[config.mk]
export PLATFORM = sky130hd
export DESIGN_NAME = host_loader_flat
export DESIGN_NICKNAME = d
export VERILOG_FILES = /design/src/rtl/host_loader_if.sv /design/src/rtl/host_loader.sv /design/src/flat_wrapper.sv
export SDC_FILE = /design/constraint.sdc
export NUM_CORES = 1
export LEC_CHECK = 0
export CAP_MARGIN = 20
export CORE_ASPECT_RATIO = 1.5
export CORE_MARGIN = 3
export CORE_UTILIZATION = 56
export CTS_CLUSTER_DIAMETER = 80
export DETAILED_ROUTE_END_ITERATION = 6
export GPL_ROUTABILITY_DRIVEN = 0
export PLACE_DENSITY_LB_ADDON = 0.15
export SKIP_CTS_REPAIR_TIMING = 1
export SLEW_MARGIN = 20
export SYNTH_ARGS = -nofsm -noshare
export SYNTH_HDL_FRONTEND = slang
export SYNTH_SLANG_ARGS = --single-unit
[constraint.sdc]
create_clock -name clk -period 2.2 [get_ports clk]
set_input_delay 0.33 -clock clk [delete_from_list [all_inputs] [get_ports clk]]
set_output_delay 0.33 -clock clk [all_outputs]
set_load 0.01 [all_outputs]
[src/rtl/host_loader_if.sv]
// Host-link and shared-memory signal bundle for host_loader.
// master: the loader itself. slave: the host link plus the multi-core top.
interface host_loader_if;
  logic [7:0]  rx_data;
  logic        rx_valid;
  logic        rx_ready;
  logic [15:0] com_data_in;
  logic [15:0] com_addr;
  logic        com_wr_en;
  logic [1:0]  status;
  logic        end_process;
  logic        done;
  logic        err;

  modport master (
    input  rx_data, rx_valid, end_process,
    output rx_ready, com_data_in, com_addr, com_wr_en, status, done, err
  );

  modport slave (
    output rx_data, rx_valid, end_process,
    input  rx_ready, com_data_in, com_addr, com_wr_en, status, done, err
  );
endinterface

[src/rtl/host_loader.sv]
// Receives a SYNC/LEN/ADDR/DATA byte frame, writes the words to shared memory,
// then releases the cores and waits for end_process.
module host_loader #(
  parameter logic [7:0]  SYNC_BYTE = 8'hA5,
  parameter int unsigned TIMEOUT   = 1000
) (
  input  logic          clk,
  input  logic          rst,
  host_loader_if.master bus
);

  localparam int unsigned CW = (TIMEOUT > 1) ? $clog2(TIMEOUT) : 1;
  localparam logic [CW-1:0] IDLE_LAST = CW'(TIMEOUT - 1);
  localparam logic [1:0] ST_LOAD = 2'b00;
  localparam logic [1:0] ST_RUN  = 2'b01;
  localparam logic [1:0] ST_FIN  = 2'b10;

  typedef enum logic [3:0] {
    S_IDLE, S_LEN_H, S_LEN_L, S_ADDR_H, S_ADDR_L,
    S_DATA_H, S_DATA_L, S_WRITE, S_RUN, S_DONE
  } state_e;

  state_e        state_q, state_d;
  logic [15:0]   cnt_q, cnt_d;
  logic [15:0]   addr_q, addr_d;
  logic [7:0]    dhi_q, dhi_d;
  logic [CW-1:0] idle_q, idle_d;
  logic [15:0]   com_addr_q, com_addr_d;
  logic [15:0]   com_data_q, com_data_d;
  logic          wr_q, wr_d;
  logic [1:0]    status_q, status_d;
  logic          done_q, done_d;
  logic          err_q, err_d;

  logic framing, rx_ready, accept, is_sync, tmo;

  assign framing  = state_q inside {S_LEN_H, S_LEN_L, S_ADDR_H, S_ADDR_L, S_DATA_H, S_DATA_L};
  assign rx_ready = !rst && (framing || state_q == S_IDLE || state_q == S_DONE);
  assign accept   = bus.rx_valid && rx_ready;
  assign is_sync  = accept && (bus.rx_data == SYNC_BYTE);
  // Abort on the idle cycle that would bring the count up to TIMEOUT.
  assign tmo      = framing && !accept && (idle_q == IDLE_LAST);

  always_ff @(posedge clk) begin
    if (rst) begin
      state_q    <= S_IDLE;
      cnt_q      <= '0;
      addr_q     <= '0;
      dhi_q      <= '0;
      idle_q     <= '0;
      com_addr_q <= '0;
      com_data_q <= '0;
      wr_q       <= 1'b0;
      status_q   <= ST_LOAD;
      done_q     <= 1'b0;
      err_q      <= 1'b0;
    end else begin
      state_q    <= state_d;
      cnt_q      <= cnt_d;
      addr_q     <= addr_d;
      dhi_q      <= dhi_d;
      idle_q     <= idle_d;
      com_addr_q <= com_addr_d;
      com_data_q <= com_data_d;
      wr_q       <= wr_d;
      status_q   <= status_d;
      done_q     <= done_d;
      err_q      <= err_d;
    end
  end

  always_comb begin
    state_d = state_q;
    if (tmo) begin
      state_d = S_IDLE;
    end else begin
      unique case (state_q)
        S_IDLE, S_DONE: if (is_sync) state_d = S_LEN_H;
        S_LEN_H:  if (accept) state_d = S_LEN_L;
        S_LEN_L:  if (accept) state_d = S_ADDR_H;
        S_ADDR_H: if (accept) state_d = S_ADDR_L;
        S_ADDR_L: if (accept) state_d = (cnt_q == '0) ? S_RUN : S_DATA_H;
        S_DATA_H: if (accept) state_d = S_DATA_L;
        S_DATA_L: if (accept) state_d = S_WRITE;
        S_WRITE:  state_d = (cnt_q == 16'd1) ? S_RUN : S_DATA_H;
        S_RUN:    if (bus.end_process) state_d = S_DONE;
        default:  state_d = S_IDLE;
      endcase
    end
  end

  always_comb begin
    cnt_d      = cnt_q;
    addr_d     = addr_q;
    dhi_d      = dhi_q;
    idle_d     = '0;
    com_addr_d = com_addr_q;
    com_data_d = com_data_q;
    wr_d       = 1'b0;
    status_d   = status_q;
    done_d     = 1'b0;
    err_d      = 1'b0;
    if (framing && !accept && !tmo) idle_d = idle_q + CW'(1);
    if (tmo) begin
      err_d    = 1'b1;
      status_d = ST_LOAD;
    end else begin
      unique case (state_q)
        S_IDLE, S_DONE: if (is_sync) status_d = ST_LOAD;
        S_LEN_H:  if (accept) cnt_d[15:8]  = bus.rx_data;
        S_LEN_L:  if (accept) cnt_d[7:0]   = bus.rx_data;
        S_ADDR_H: if (accept) addr_d[15:8] = bus.rx_data;
        S_ADDR_L: begin
          if (accept) begin
            addr_d[7:0] = bus.rx_data;
            if (cnt_q == '0) status_d = ST_RUN;
          end
        end
        S_DATA_H: if (accept) dhi_d = bus.rx_data;
        S_DATA_L: begin
          if (accept) begin
            wr_d       = 1'b1;
            com_addr_d = addr_q;
            com_data_d = {dhi_q, bus.rx_data};
          end
        end
        S_WRITE: begin
          addr_d = addr_q + 16'd1;
          cnt_d  = cnt_q - 16'd1;
          if (cnt_q == 16'd1) status_d = ST_RUN;
        end
        S_RUN: begin
          if (bus.end_process) begin
            status_d = ST_FIN;
            done_d   = 1'b1;
          end
        end
        default: ;
      endcase
    end
  end

  assign bus.rx_ready    = rx_ready;
  assign bus.com_addr    = com_addr_q;
  assign bus.com_data_in = com_data_q;
  assign bus.com_wr_en   = wr_q;
  assign bus.status      = status_q;
  assign bus.done        = done_q;
  assign bus.err         = err_q;

endmodule
[src/flat_wrapper.sv]
// flat-port wrapper written by rule: the top's interface ports become plain ports
module host_loader_flat 
#(
  parameter logic [7:0]  SYNC_BYTE = 8'hA5,
  parameter int unsigned TIMEOUT   = 1000
)
  (clk, rst, bus_rx_data, bus_rx_valid, bus_end_process, bus_rx_ready, bus_com_data_in, bus_com_addr, bus_com_wr_en, bus_status, bus_done, bus_err);
  host_loader_if bus_i ();
  input  logic clk;
  input  logic rst;
  input wire logic [$bits(bus_i.rx_data)-1:0] bus_rx_data;
  input wire logic [$bits(bus_i.rx_valid)-1:0] bus_rx_valid;
  input wire logic [$bits(bus_i.end_process)-1:0] bus_end_process;
  output wire logic [$bits(bus_i.rx_ready)-1:0] bus_rx_ready;
  output wire logic [$bits(bus_i.com_data_in)-1:0] bus_com_data_in;
  output wire logic [$bits(bus_i.com_addr)-1:0] bus_com_addr;
  output wire logic [$bits(bus_i.com_wr_en)-1:0] bus_com_wr_en;
  output wire logic [$bits(bus_i.status)-1:0] bus_status;
  output wire logic [$bits(bus_i.done)-1:0] bus_done;
  output wire logic [$bits(bus_i.err)-1:0] bus_err;
  assign bus_i.rx_data = bus_rx_data;
  assign bus_i.rx_valid = bus_rx_valid;
  assign bus_i.end_process = bus_end_process;
  assign bus_rx_ready = bus_i.rx_ready;
  assign bus_com_data_in = bus_i.com_data_in;
  assign bus_com_addr = bus_i.com_addr;
  assign bus_com_wr_en = bus_i.com_wr_en;
  assign bus_status = bus_i.status;
  assign bus_done = bus_i.done;
  assign bus_err = bus_i.err;
  host_loader #(.SYNC_BYTE(SYNC_BYTE), .TIMEOUT(TIMEOUT)) u_core (.clk(clk), .rst(rst), .bus(bus_i));
endmodule
==> impl_metrics.ini <==
[run_status]
status = complete, no violations

[die]
rows = 39
die-area_um2 = 9190
start_util_pct = 58.5
core-area_um2 = 7710
io_pins = 50
die_x_um = 79.3
die_h_um = 116

[global_routing]
grt_pass1_wl_um = 20400
grt.overflow.total = 0
grt_util_met1_pct = 30.2
grt_use_met2_pct = 50.8
track_usage_pct = 28.0
use_met3_pct = 4.43
first_global_vias = 4479
antenna_found_initial = 0
busiest_layer = met2
grt_max_degree = 74

[cts]
clock_latency_ps = 340
clk_pin_slew_ps = 60
root_buffer = clkbuf_16
htree_levels = 3
cts_tree = built
clock_sinks = 91
cts_made_buffers = 9
cts_buffer_depth = 2

[finish]
stdcell_area_um2 = 5680
drive_gt1_share_pct = 12.3
antenna_cells = 0
syn2layout_area_growth_pct = 25.9
layout.nets = 665
multi_input_area_um2 = 2520
utilization_pct = 73.6
register_area_um2 = 1830
fillCellCount = 621
layout.cells.non_filler = 755

[pwr]
vdd_drop_max_uv = 850
sw_frac_of_total_pct = 30.8
power.density_nw_per_um2 = 839
p_leak_nw = 2.05
power.internal_w = 0.00329
p_switching_w = 0.00147
seqPwrFrac_pct = 39.5
clkPwrFrac_pct = 35.1
pwr-share-comb_pct = 25.3

[min_path]
min-delay-start = rst
hold_class = input pin to flop
hold_path_end = u_core.state_q[3]$_SDFFE_PP0P_
hold_path_depth = 3

[logic_synthesis]
ys_async_sr_fraction_pct = 0
synth_xor_area_share_pct = 1.75
ys_ff_latch = 91
synth_area_um2 = 4510
ys_warn_count = 0
syn-num-nets = 599
synth_cells = 582
synth_top_family_by_area = simple AND/OR/NAND/NOR gates
synth_edf_count = 0
synth_cell_types = 59
synthMuxAreaShare_pct = 2.22
synth_compound_gate_area_share_pct = 22.0
syn_area_per_cell_um2 = 7.75
synthSimpleGateAreaFrac_pct = 27.6
synth_fa_ha_area_share_pct = 1.39
synth_ff_type = dfxtp_1
ys_seq_area_share_pct = 40.4

[sta]
finalCritPeriodShare_pct = 96.0
rsz0062_at_grt = no
setup_viol = 0
maxSlewHeadroom_pct = 50.4
fmax_mhz = 473
hold_viol_final = 0
slew_violations = 0
fin_tns_setup_ps = 0
skew_ps = 2.63
worst_slack_ps = 87.5
post-route-min-period_ps = 2110
worst_pin_slew_ps = 744

[worst_setup_path]
endpoint_kind = primary output
critPathArrivalTime_ps = 1780
r2r-start = u_core.cnt_q[7]$_SDFFE_PP0P_
path_class = flop to primary output
cp-start-kind = flop
r2r_end = u_core.cnt_q[15]$_SDFFE_PP0P_
r2r_cells = 5
reg2reg_slack_ps = 150
critPathRequiredTime_ps = 1870
crit_fanout = 16

[route]
vias = 4595
wirelength_um = 12500
drt_iter0_markers = 385
drtAntennaViolNets = 0
drtPass1Iterations = 5
drc = 0
vias_per_cell = 6.09
wl_per_cell_um = 16.6

[flow_run]
drv_cap = 0

[place]
dpl_cell_area_um2 = 5280
port_buffers = 49
place_ws_ps = -29.4
dp_hpwl_um = 8880
dp_cells = 737
==> synth_stat cells (6+ instances only) <==
library cell  number  area, um^2
nor4_1             7        43.8
mux2i_1           10         100
nor2_1            49         184
a31oi_1           11        68.8
nand2b_1           9        56.3
xor2_1             6        52.6
and3_1             8        50.1
nand3_1           19        95.1
buf_2              9        45.0
nand2_1          101         379
inv_1              8        30.0
nand4_1            6        37.5
nor3_1            18        90.1
or3_1              7        43.8
a211oi_1          10        75.1
o22ai_1            8        50.1
clkbuf_1          20        75.1
dfxtp_1           91        1820
o21ai_0           28         140
a21oi_1           73         365
==> power groups by stage <==
stage	clock network, W	logic (W)	registers, W
finish	0.00167	0.00121	0.00188
global route	0.00176	0.00132	0.00189
CTS	0.00169	0.00115	0.00186
detailed placement	0	0.00114	0.00190
global placement	0	0.00110	0.00190
floorplan	0	0.000881	0.00181
==> cell usage in the layout, fill, tap and decap left out, types with 6 or more instances in the layout <==
cell type and instances:
a21oi_1 73, nand2_1 101, nand2b_1 9, buf_4 39, dfxtp_1 87, nand4_1 6
nor2_1 49, o21ai_0 28, nor3_1 18, a211oi_1 10, or3_1 7, mux2i_1 10
and3_1 8, xor2_1 6, inv_1 7, a31oi_1 11, clkdlybuf4s50_1 48, nand3_1 19
clkbuf_16 9, o22ai_1 7
==> worst max-delay path: stages, from the launching register on <==
cell             delay (ps)
dfxtp_2                 500
nand2b_1                110
a21oi_1                 150
nor2_1                   60
nor2_1                   80
clkdlybuf4s50_1         540
==> cell type report <==
type / instances / share of cell area (%)
Clock buffer: 10 / 4.21
Clock inverter: 6 / 1.54
Inverter: 9 / 0.595
Multi-Input combinational cell: 446 / 44.4
Sequential cell: 91 / 32.2
Tap cell: 102 / 2.25
Timing Repair Buffer: 91 / 14.8
==> flip-flops by register name (all words and copies together), names as in the netlist <==
signal                  cells
u_core.bus.com_data_in     16
u_core.dhi_q                8
u_core.addr_q              16
u_core.bus.done             1
u_core.bus.err              1
u_core.bus.com_wr_en        1
u_core.cnt_q               16
u_core.state_q              4
u_core.bus.status           2
u_core.idle_q              10
u_core.bus.com_addr        16
==> logic make-up (layout without fill, tap and decap cells) <==
group	Yosys count	count (layout)
AOI/OAI and AO/OA	166	166
xor gates and xnor gates	9	9
adders and majority gates	5	5
buffers and inverters	45	116
DFF	91	91
muxes	10	10
and+or+nand+nor	256	256
==> stage by stage <==
step / power (W) / hold slack, ps
after global routing: 0.00497 / 427
after floorplan: 0.00269 / 430
after global placement: 0.00300 / 438
final: 0.00476 / 413
after CTS: 0.00470 / 409
after detailed placement: 0.00304 / 445
==> worst max path at each step <==
stage                                         startpoint                                end  slack (ps)  depth (start not counted)
after floorplan             u_core.cnt_q[7]$_SDFFE_PP0P_      u_core.cnt_q[15]$_SDFFE_PP0P_         280                          5
after detailed placement                    bus_rx_valid  u_core.bus.status[1]$_SDFFE_PP0P_         -30                          6
after global placement                      bus_rx_valid  u_core.bus.status[1]$_SDFFE_PP0P_          20                          6
final                     u_core.state_q[0]$_SDFFE_PP0P_                       bus_rx_ready          90                          5
after CTS                 u_core.state_q[2]$_SDFFE_PP0P_                       bus_rx_ready        -100                          5
after global routing      u_core.state_q[0]$_SDFFE_PP0P_                       bus_rx_ready          10                          5
==> layer usage <==
layer / part of all wire (%) / vias to the layer above
li1: - / 2221
met1: 40 / 2164
met2: 51 / 162
met3: 5.0 / 48
met4: 4.4 / 0
met5: 0 / -
No activity file was read; power rests on OpenSTA's default activity.
